## config.mk

```make
export PLATFORM = sky130hd
export DESIGN_NAME = mem_stage_ctrl_flat
export DESIGN_NICKNAME = d
export VERILOG_FILES = /design/src/rtl/mem_stage_ctrl_if.sv /design/src/rtl/mem_stage_ctrl.sv /design/src/flat_wrapper.sv
export SDC_FILE = /design/constraint.sdc
export NUM_CORES = 1
export LEC_CHECK = 0
export ABC_CLOCK_PERIOD_IN_PS = 2200
export CAP_MARGIN = 30
export CORE_MARGIN = 2
export CORE_UTILIZATION = 43
export CTS_BUF_LIST = sky130_fd_sc_hd__clkbuf_4
export CTS_CLUSTER_DIAMETER = 30
export DETAILED_ROUTE_END_ITERATION = 6
export MAX_ROUTING_LAYER = met4
export PLACE_DENSITY_LB_ADDON = 0.3
export SYNTH_ARGS = -nofsm -noshare
export SYNTH_HDL_FRONTEND = slang
export SYNTH_SLANG_ARGS = --single-unit
```

## constraint.sdc

```tcl
create_clock -name clk -period 2.2 [get_ports clk]
set_input_delay 0.33 -clock clk [delete_from_list [all_inputs] [get_ports clk]]
set_output_delay 0.33 -clock clk [all_outputs]
set_load 0.01 [all_outputs]
```

## src/rtl/mem_stage_ctrl_if.sv

```systemverilog
// Memory-side request bus for mem_stage_ctrl: single-cycle Rd/Wr strobes out,
// done/busy/error status and read data back from the cache + stall memory.
interface mem_stage_ctrl_if #(
  parameter int DATA_W = 16,
  parameter int ADDR_W = 16
);
  logic [ADDR_W-1:0] memAddr;
  logic [DATA_W-1:0] memDataIn;
  logic              memRd;
  logic              memWr;
  logic [DATA_W-1:0] memDataOut;
  logic              memDone;
  logic              memStall;
  logic              memErr;

  modport master (
    output memAddr, memDataIn, memRd, memWr,
    input  memDataOut, memDone, memStall, memErr
  );

  modport slave (
    input  memAddr, memDataIn, memRd, memWr,
    output memDataOut, memDone, memStall, memErr
  );
endinterface

```

## src/rtl/mem_stage_ctrl.sv

```systemverilog
// MEM-stage request controller: one strobe per load/store, pipeline stall until memDone,
// sticky error reporting and LBI bypass. Define MEM_TIMEOUT_EN to add the WAIT watchdog.
module mem_stage_ctrl #(
  parameter int DATA_W      = 16,
  parameter int ADDR_W      = 16,
  parameter int ALIGN_CHECK = 1,
  parameter int TIMEOUT     = 64
) (
  input  logic              clk,
  input  logic              rst,
  input  logic              memRead,
  input  logic              memWrite,
  input  logic [ADDR_W-1:0] aluOut,
  input  logic [DATA_W-1:0] wrData,
  input  logic              lbi,
  input  logic              halt,
  output logic [DATA_W-1:0] memoryOut,
  output logic              stall,
  output logic              err,
  mem_stage_ctrl_if.master  memBus
);

  typedef enum logic [1:0] {
    IDLE,
    ISSUE,
    WAIT,
    DONE
  } stateE;

  stateE             state;
  logic              opRead;
  logic [DATA_W-1:0] loadData;

  logic req;
  logic misaligned;
  logic legal;
  logic accept;

`ifdef MEM_TIMEOUT_EN
  localparam int WdW = (TIMEOUT > 1) ? $clog2(TIMEOUT) : 1;
  logic [WdW-1:0] wdCnt;
`endif

  // NOTE: every always_comb output gets a default first so no latch can be inferred.
  always_comb begin
    req        = 1'b0;
    misaligned = 1'b0;
    legal      = 1'b0;
    accept     = 1'b0;
    stall      = 1'b0;
    memoryOut  = loadData;

    req        = (memRead | memWrite) & ~lbi & ~halt;
    misaligned = (ALIGN_CHECK != 0) && aluOut[0];
    legal      = ~(memRead & memWrite) & ~misaligned;
    accept     = (state == IDLE) & req & legal;
    // Reset must drop the hold immediately, even while a request is still presented.
    stall      = rst & (accept | (state == ISSUE) | (state == WAIT));
    if (rst && lbi && (state == IDLE)) begin
      memoryOut = DATA_W'(aluOut);
    end
  end

  // NOTE: sequential state uses non-blocking assignments so every flop samples pre-edge values.
  always_ff @(posedge clk or negedge rst) begin
    if (!rst) begin
      state            <= IDLE;
      opRead           <= 1'b0;
      loadData         <= '0;
      err              <= 1'b0;
      memBus.memRd     <= 1'b0;
      memBus.memWr     <= 1'b0;
      memBus.memAddr   <= '0;
      memBus.memDataIn <= '0;
`ifdef MEM_TIMEOUT_EN
      wdCnt            <= '0;
`endif
    end else begin
      if (memBus.memErr) begin
        err <= 1'b1;
      end

      case (state)
        IDLE: begin
          if (accept) begin
            memBus.memAddr   <= aluOut;
            memBus.memDataIn <= wrData;
            opRead           <= memRead;
            memBus.memRd     <= memRead;
            memBus.memWr     <= memWrite;
            state            <= ISSUE;
          end else if (req) begin
            // Conflicting or misaligned request: flag it and never touch memory.
            err <= 1'b1;
          end
        end

        ISSUE: begin
          if (!memBus.memStall) begin
            memBus.memRd <= 1'b0;
            memBus.memWr <= 1'b0;
            if (memBus.memDone) begin
              state <= DONE;
              if (opRead) begin
                loadData <= memBus.memDataOut;
              end
            end else begin
              state <= WAIT;
`ifdef MEM_TIMEOUT_EN
              wdCnt <= '0;
`endif
            end
          end
        end

        WAIT: begin
          if (memBus.memDone) begin
            state <= DONE;
            if (opRead) begin
              loadData <= memBus.memDataOut;
            end
`ifdef MEM_TIMEOUT_EN
          end else if (wdCnt == WdW'(TIMEOUT - 1)) begin
            err   <= 1'b1;
            state <= DONE;
          end else begin
            wdCnt <= wdCnt + 1'b1;
`endif
          end
        end

        // One stall-free cycle lets the pipeline advance before the next request is seen.
        DONE: begin
          state <= IDLE;
        end

        default: begin
          state <= IDLE;
        end
      endcase
    end
  end

endmodule

```

## src/flat_wrapper.sv

```systemverilog
// flat-port wrapper written by rule: the top's interface ports become plain ports
module mem_stage_ctrl_flat 
#(
  parameter int DATA_W      = 16,
  parameter int ADDR_W      = 16,
  parameter int ALIGN_CHECK = 1,
  parameter int TIMEOUT     = 64
)
  (clk, rst, memRead, memWrite, aluOut, wrData, lbi, halt, memoryOut, stall, err, memBus_memAddr, memBus_memDataIn, memBus_memRd, memBus_memWr, memBus_memDataOut, memBus_memDone, memBus_memStall, memBus_memErr);
  mem_stage_ctrl_if #(.DATA_W(DATA_W), .ADDR_W(ADDR_W)) memBus_i ();
  input  logic clk;
  input  logic rst;
  input  logic memRead;
  input  logic memWrite;
  input  logic [ADDR_W-1:0] aluOut;
  input  logic [DATA_W-1:0] wrData;
  input  logic lbi;
  input  logic halt;
  output logic [DATA_W-1:0] memoryOut;
  output logic stall;
  output logic err;
  output wire logic [$bits(memBus_i.memAddr)-1:0] memBus_memAddr;
  output wire logic [$bits(memBus_i.memDataIn)-1:0] memBus_memDataIn;
  output wire logic [$bits(memBus_i.memRd)-1:0] memBus_memRd;
  output wire logic [$bits(memBus_i.memWr)-1:0] memBus_memWr;
  input wire logic [$bits(memBus_i.memDataOut)-1:0] memBus_memDataOut;
  input wire logic [$bits(memBus_i.memDone)-1:0] memBus_memDone;
  input wire logic [$bits(memBus_i.memStall)-1:0] memBus_memStall;
  input wire logic [$bits(memBus_i.memErr)-1:0] memBus_memErr;
  assign memBus_memAddr = memBus_i.memAddr;
  assign memBus_memDataIn = memBus_i.memDataIn;
  assign memBus_memRd = memBus_i.memRd;
  assign memBus_memWr = memBus_i.memWr;
  assign memBus_i.memDataOut = memBus_memDataOut;
  assign memBus_i.memDone = memBus_memDone;
  assign memBus_i.memStall = memBus_memStall;
  assign memBus_i.memErr = memBus_memErr;
  mem_stage_ctrl #(.DATA_W(DATA_W), .ADDR_W(ADDR_W), .ALIGN_CHECK(ALIGN_CHECK), .TIMEOUT(TIMEOUT)) u_core (.clk(clk), .rst(rst), .memRead(memRead), .memWrite(memWrite), .aluOut(aluOut), .wrData(wrData), .lbi(lbi), .halt(halt), .memoryOut(memoryOut), .stall(stall), .err(err), .memBus(memBus_i));
endmodule
```

==> summary.txt, run 1 <==
STA
  – Unrepaired setup endpoints after global routing: yes
  – Final min period: 2212 ps
  – Final Hold Vio Count: 0
  – FMAX: 452.1 MHz
  – Fin Clk Skew: 9.112 ps
  – Worst-Margin Slew: 669.1 ps
  – Final setup vio count: 1
  – Final setup TNS: -12.09 ps
  – Tcrit/Tclk final: 100.5%
  – Worst slew margin: between 50% and 60%
  – Post-layout worst setup margin: -12.09 ps
  – Final slew viol count: 0

Yosys
  – Cell taking the most area after synthesis: dfrtp_1
  – Area contributors post-synth: dfrtp_1 (54%), mux2_2 (18%), mux2_4 (15%)
  – Synth top area share: between 50% and 60%
  – Synth warnings: 0
  – Post-synth EDFFs: 0
  – Cell count after synthesis: around 160
  – Post-synthesis register bit count: 54
  – Async set-or-reset flop fraction in the synthesized netlist: between 90% and 100%
  – Seq/Total Area, Yosys: a little over half
  – Syn Area/Cell: 15.29 sq um
  – Synth cell types: 28
  – Top_reg_cell synth: dfrtp_1
  – Syn nets: 224
  – Syn Std Cell Area: 0.002492 sq mm

Global routing
  – Number of global-route vias before repair: 1898
  – Initial antenna violation count: 0
  – GR Overflow Total: 0
  – GR Util All Layers: 19.23%
  – Pin count of the biggest net entering global routing: 55
  – First-pass GRT wire length: approximately 9000 um

Floorplanning
  – Initial core utilization: 44.99%
  – FP Rows: 27
  – Core box area: around 0.0055 sq mm
  – Die H: 80.14 um
  – Die W: between 80 and 90 um
  – DIE AREA: around 0.0064 sq mm
  – I/O pin total: 109

Pwr
  – Max IR drop VDD: 0.5787 mV
  – Lkg Pwr: 1.801 nW
  – Cell Pwr Density: 1179 mW/mm^2

CTS
  – CTS Buf Count: 5
  – Clock Tree Buf Depth: 2
  – Clock Latency Late Sink: 350 ps
  – CTS sink cnt: 54
  – Hold-fix buffers, CTS: 0
  – H-tree Lvls: 2
  – Clk pin slew, worst setup/hold paths: 140 ps
  – CTS tree: done
  – Clock root cell: clkbuf_4

Routing
  – Routed WL: 5957 um
  – DRT iter0 DRCs: 32
  – WL per Instance: between 15 and 20 um
  – Drc violations: 0
  – TritonRoute pass-1 iters: 4
  – Via density: around 4.9
  – Antenna Violating Nets Remaining: 0
  – DR vias: around 1.8k

Worst setup path
  – Crit path kind: register to primary output
  – CP Data Arrival Time: approximately 1900 ps
  – CP endpoint kind: primary output
  – Worst path required time: 1870 ps
  – Crit path max fanout: 5
  – Setup crit start kind: register

Layout
  – ANT cells: 0
  – Commonest non-fill, non-tap cells in the layout: clkdlybuf4s50_1 (90), dfrtp_1 (54), mux2_2 (38), mux2_4 (26), buf_4 (15)
  – Final core occ: 70.08%
  – Non-filler cells, final: 365
  – Area growth, synth to finish: 55.77%
  – Commonest non-fill, non-tap cell in the layout: clkdlybuf4s50_1
  – NumNets Final: 354
  – Share of layout cells above drive strength 1: between 30 and 40%

Status
  – Run status: finished with violations
  – Violated checks: setup timing

Place
  – DP HPWL: 4242 um
  – Port Buffers: 108
  – GPL Wtd Cong: 0.8599
  – Pre-CTS setup slack: -559.1 ps
  – Inst Count DP: 352

Min path
  – Min-delay worst type: input port to async pin

Run
  – Max Cap Viol: 0
## area by class of cell
cell class / instances / area (sq um)
fill: 416 / 1658
sequential: 54 / 1351
timing repair buffer: 129 / 1264
multi-input combinational: 99 / 1091
tap: 72 / 90.09
clock buffer: 5 / 37.54
clock inverter: 2 / 33.78
inverter: 4 / 15.01
## worst max-delay path: stages, from the launching register on
cell     delay (ps)
dfrtp_1         420
inv_2            80
ha_4            140
buf_6           100
nand3_4          90
buf_16          160
buf_6           110
mux2_4          300
buf_6           130
## cells by family (layout without fill, tap and decap cells)
kind of cell / after synthesis / in the layout / share of synthesized area, %
adders and majority gates: 4 / 4 / 2.008
and+or+nand+nor: 16 / 16 / 3.213
DFF: 54 / 54 / 54.22
AOI/OAI and AO/OA: 14 / 14 / 4.066
buffers and inverters: 10 / 140 / 3.463
muxes: 64 / 64 / 32.68
xor gates and xnor gates: 1 / 1 / 0.3515
## registers in the layout (all words and copies together) (netlist names)
register	flops
u_core.err	1
u_core.loadData	16
u_core.memBus.memAddr	16
u_core.memBus.memDataIn	16
u_core.memBus.memRd	1
u_core.memBus.memWr	1
u_core.opRead	1
u_core.state	2
## what timing repair did
action,4_1_cts,5_1_grt
cloned,1,0
gates resized for setup,76,13
setup buffers,2,3
pin swaps,3,2
endpoints found under the setup margin,17,17
## through the flow
step                      total power (W)  hold slack (ps)  area [sq um]
after floorplan                  0.002754            34.41          2492
after global placement           0.003963            455.4          3725
after detailed placement         0.004024            469.2          3725
after CTS                        0.004466            163.1          3782
after global routing             0.004862            172.7          3882
final                            0.004576            152.4          3882
## final timing paths
| kind | from | end | slack [ps] | depth (start not counted) |
|---|---|---|---|---|
| hold / removal | rst | u_core.state[0]$_DFFE_PN0P_ | 150 | 2 |
| setup reg to reg | u_core.state[0]$_DFFE_PN0P_ | u_core.memBus.memAddr[8]$_DFFE_PN0P_ | 180 | 6 |
| min in group clk | u_core.err$_DFF_PN0_ | u_core.err$_DFF_PN0_ | 500 | 1 |
| hold reg to reg | u_core.err$_DFF_PN0_ | u_core.err$_DFF_PN0_ | 500 | 1 |
| max in group asynchronous | rst | u_core.memBus.memRd$_DFFE_PN0P_ | 1590 | 2 |
| setup / recovery | u_core.state[0]$_DFFE_PN0P_ | memoryOut[7] | -10 | 8 |
## synthesized netlist by cell type (2+ instances only)
cell type,instances
dfrtp_1,54
mux2_2,39
mux2_4,25
nand2_1,5
ha_1,4
inv_1,4
o21ai_0,4
nor2_1,3
a211oi_1,2
a2bb2oi_1,2
buf_12,2
buf_6,2
nor3_1,2
## routing by layer
layer	up-vias	routed length, um	global-route usage, %	share of wire (%)
li1	842	-	-	-
met5	-	0	-	0
met4	0	55	5.593	0.92
met2	74	2917	31.17	49
met3	4	376	4.494	6.3
met1	875	2609	24.26	44
## report_power, final
part	internal (W)	switching [W]	total, W
Combinational	0.00155	0.000861	0.00241
Clock	0.000230	0.000286	0.000516
Sequential	0.00142	0.000229	0.00165
Total	0.00320	0.00137	0.00458
No activity file was read; power rests on OpenSTA's default activity.
==> run 2, diff against run 1 <==
ABC_CLOCK_PERIOD_IN_PS = 2300   (was 2200)
SLEW_MARGIN = 20   (was not set)
clock period = 2.3 ns   (was 2.2 ns; I/O delays follow)
==> run 2 against run 1 <==
  * The run now ends clean
  * Combinational power down 10%
  * First-iteration DRC count up 59%
  * Setup slack better by 110 ps
  * Wire length down 2.7%
  * Clock power down 21%
  * Power down 9.2%
  * Register-to-register slack better by 70 ps
  * Worst hold slack better by 1.1 ps
  * Non-clock buffer count down 4
==> summary.txt, run 2 (same netlist as run 1, synthesis figures left out) <==
Routing
  – Routed WL: 5794 um (-2.7%)
  – DRT iter0 DRCs: 51 (+59%)
  – DR vias: 1769 (-1.4%)
  – Antenna Violating Nets Remaining: 0 (unchanged)
  – WL per Instance: 16.05 um (-1.7%)
  – Drc violations: 0 (unchanged)
  – Via density: 4.900 (-0.36%)
  – TritonRoute pass-1 iters: 4 (unchanged)

Floorplanning
  – FP Rows: 27 (unchanged)
  – Core box area: 0.005540 sq mm (unchanged)
  – Die H: 80.14 um (unchanged)
  – I/O pin total: 109 (unchanged)
  – Die W: 80.14 um (unchanged)
  – DIE AREA: 0.006422 sq mm (unchanged)
  – Initial core utilization: 44.99% (unchanged)

STA
  – Final slew viol count: 0 (unchanged)
  – Worst-Margin Slew: 677.3 ps (+8.225 ps)
  – Final min period: roughly 2200 ps
  – Unrepaired setup endpoints after global routing: no
  – Tcrit/Tclk final: 95.66%
  – Worst slew margin: 54.85% (-0.55 points)
  – Final Hold Vio Count: 0 (unchanged)
  – Final setup TNS: 0 ps (+12.09 ps)
  – FMAX: roughly 450 MHz
  – Fin Clk Skew: 10.17 ps (+1.059 ps)
  – Final setup vio count: 0 (-1)

CTS
  – Clk pin slew, worst setup/hold paths: 140 ps (about the same)
  – Clock root cell: clkbuf_4
  – CTS tree: done
  – H-tree Lvls: 2 (unchanged)
  – Hold-fix buffers, CTS: 0 (unchanged)
  – CTS sink cnt: 54 (unchanged)
  – Clock Latency Late Sink: 360 ps (about the same)
  – Clock Tree Buf Depth: 2 (unchanged)
  – CTS Buf Count: 5 (unchanged)

Place
  – DP HPWL: 4160 um (-1.9%)
  – GPL Wtd Cong: 0.8297 (-3.5%)
  – Port Buffers: 108 (unchanged)

Global routing
  – Pin count of the biggest net entering global routing: 55 (unchanged)
  – GR Overflow Total: 0 (unchanged)
  – Number of global-route vias before repair: 1868 (-1.6%)
  – Initial antenna violation count: 0 (unchanged)
  – First-pass GRT wire length: 8914 um (-2.0%)
  – GR Util All Layers: 18.65% (-0.58 points)

Worst setup path
  – CP Data Arrival Time: 1860 ps (-20 ps)
  – CP Cell Sequence: inv_2 -> ha_4 -> nand3_4 -> buf_12 -> mux2_2 -> dlygate4sd2_1
  – Crit path max fanout: 8 (+3)
  – Worst reg2reg path endpoint: u_core.memBus.memDataIn[5]$_DFFE_PN0P_
  – Setup crit start kind: register
  – CP endpoint kind: primary output
  – Reg-to-Reg Start: u_core.state[0]$_DFFE_PN0P_
  – Worst path required time: 1960 ps (+90 ps)
  – Worst r2r path cells: 6 (unchanged)
  – R2r setup slk: 250 ps (+70 ps)
  – CP peak stage delay: 420 ps (about the same)
  – Crit path kind: register to primary output
  – Cell at the slowest stage of the critical path: dfrtp_1

Pwr
  – Total Power: 0.004153 W (-9.2%)
  – Cell Pwr Density: 1090 mW/mm^2 (-7.5%)
  – Max IR drop VDD: 0.5550 mV (-4.1%)
  – Lkg Pwr: 1.762 nW (-2.2%)

Layout
  – Share of layout cells above drive strength 1: 34.60% (-5.0 points)
  – Final core occ: 68.74% (-1.3 points)
  – Largest regs: u_core.loadData x16, u_core.memBus.memAddr x16, u_core.memBus.memDataIn x16
  – NumNets Final: 350 (-1.1%)
  – Area growth, synth to finish: 52.81%
  – ANT cells: 0 (unchanged)
  – Commonest non-fill, non-tap cells in the layout: clkdlybuf4s50_1 (90), dfrtp_1 (54), mux2_2 (39), mux2_4 (25), buf_4 (15)
  – Commonest non-fill, non-tap cell in the layout: clkdlybuf4s50_1
  – Footprint of the multi-input gates: 0.001087 sq mm (-0.34%)
  – Sequential standard cell area: 0.001351 sq mm (unchanged)
  – Fill count: 444 (+6.7%)

Run
  – Max Cap Viol: 0 (unchanged)

Status
  – Run status: complete, no violations

Min path
  – Min-delay worst type: input port to async pin
-- run 2: cell count changes in the layout (fill, tap and decap cells not counted) --
cell and change:
clkinv_1 -1, mux2_4 -1, mux2_2 +1, clkinvlp_4 +1, clkdlybuf4s15_2 +2, buf_2 -7
bufinv_16 -1, dlygate4sd2_1 +13, buf_6 -10, buf_12 -2, clkbuf_4 +1
-- run 2: how the worst max path moves through the flow --
stage,from,end,slack [ps],cells after the start
global placement,memRead,stall,-460,5
floorplan,u_core.state[0]$_DFFE_PN0P_,stall,100,7
finish,u_core.state[0]$_DFFE_PN0P_,memoryOut[10],100,6
detailed placement,memRead,stall,-490,5
CTS,u_core.state[0]$_DFFE_PN0P_,stall,40,6
global route,u_core.state[0]$_DFFE_PN0P_,stall,9,6
-- run 2: area by class of cell --
cell class	count	share of cell area, %
clock buffer	6	1.183
clock inverter	1	0.1971
inverter	4	0.3942
multi-input combinational	99	28.55
sequential	54	35.48
tap	72	2.365
timing repair buffer	125	31.83
-- run 2: where the power goes --
group          leakage [nW]  internal [W]  switching, W
combinational          1.06       0.00140      0.000779
clock                0.0278      0.000127      0.000279
sequential            0.678       0.00136      0.000217
total                  1.76       0.00288       0.00128
-- run 2: metal layers --
metal / track usage, % / share of wire (%) / up-vias
met3: 3.371 / 6.5 / 7
met5: - / 0 / -
met4: 5.085 / 1.1 / 0
met1: 24.34 / 43 / 855
li1: - / - / 835
met2: 30.17 / 49 / 72
-- run 2: what timing repair did --
item / in CTS / in global routing
setup buffers: 2 / 2
gates resized for setup: 35 / 2
endpoints found under the setup margin: 17 / 14
cloned: 1 / 0
pin swaps: 2 / 2
-- run 2: worst max-delay path: cells and delay by family, from the launching register on --
kind	cells	cell delay, ps
buffers and inverters	3	530
DFF	1	420
muxes	1	270
adders and majority gates	1	160
and+or+nand+nor	1	110
-- run 2: through the flow --
step                instance area [sq um]  setup WS, ps  std cells  hold slack [ps]
floorplan                            2492         98.91        163            49.41
global placement                     3697        -456.3        350            455.9
detailed placement                   3697        -489.8        350            452.9
CTS                                  3790         39.53        359            184.8
global route                         3809         8.995        361            206.8
finish                               3809         99.72        361            153.4
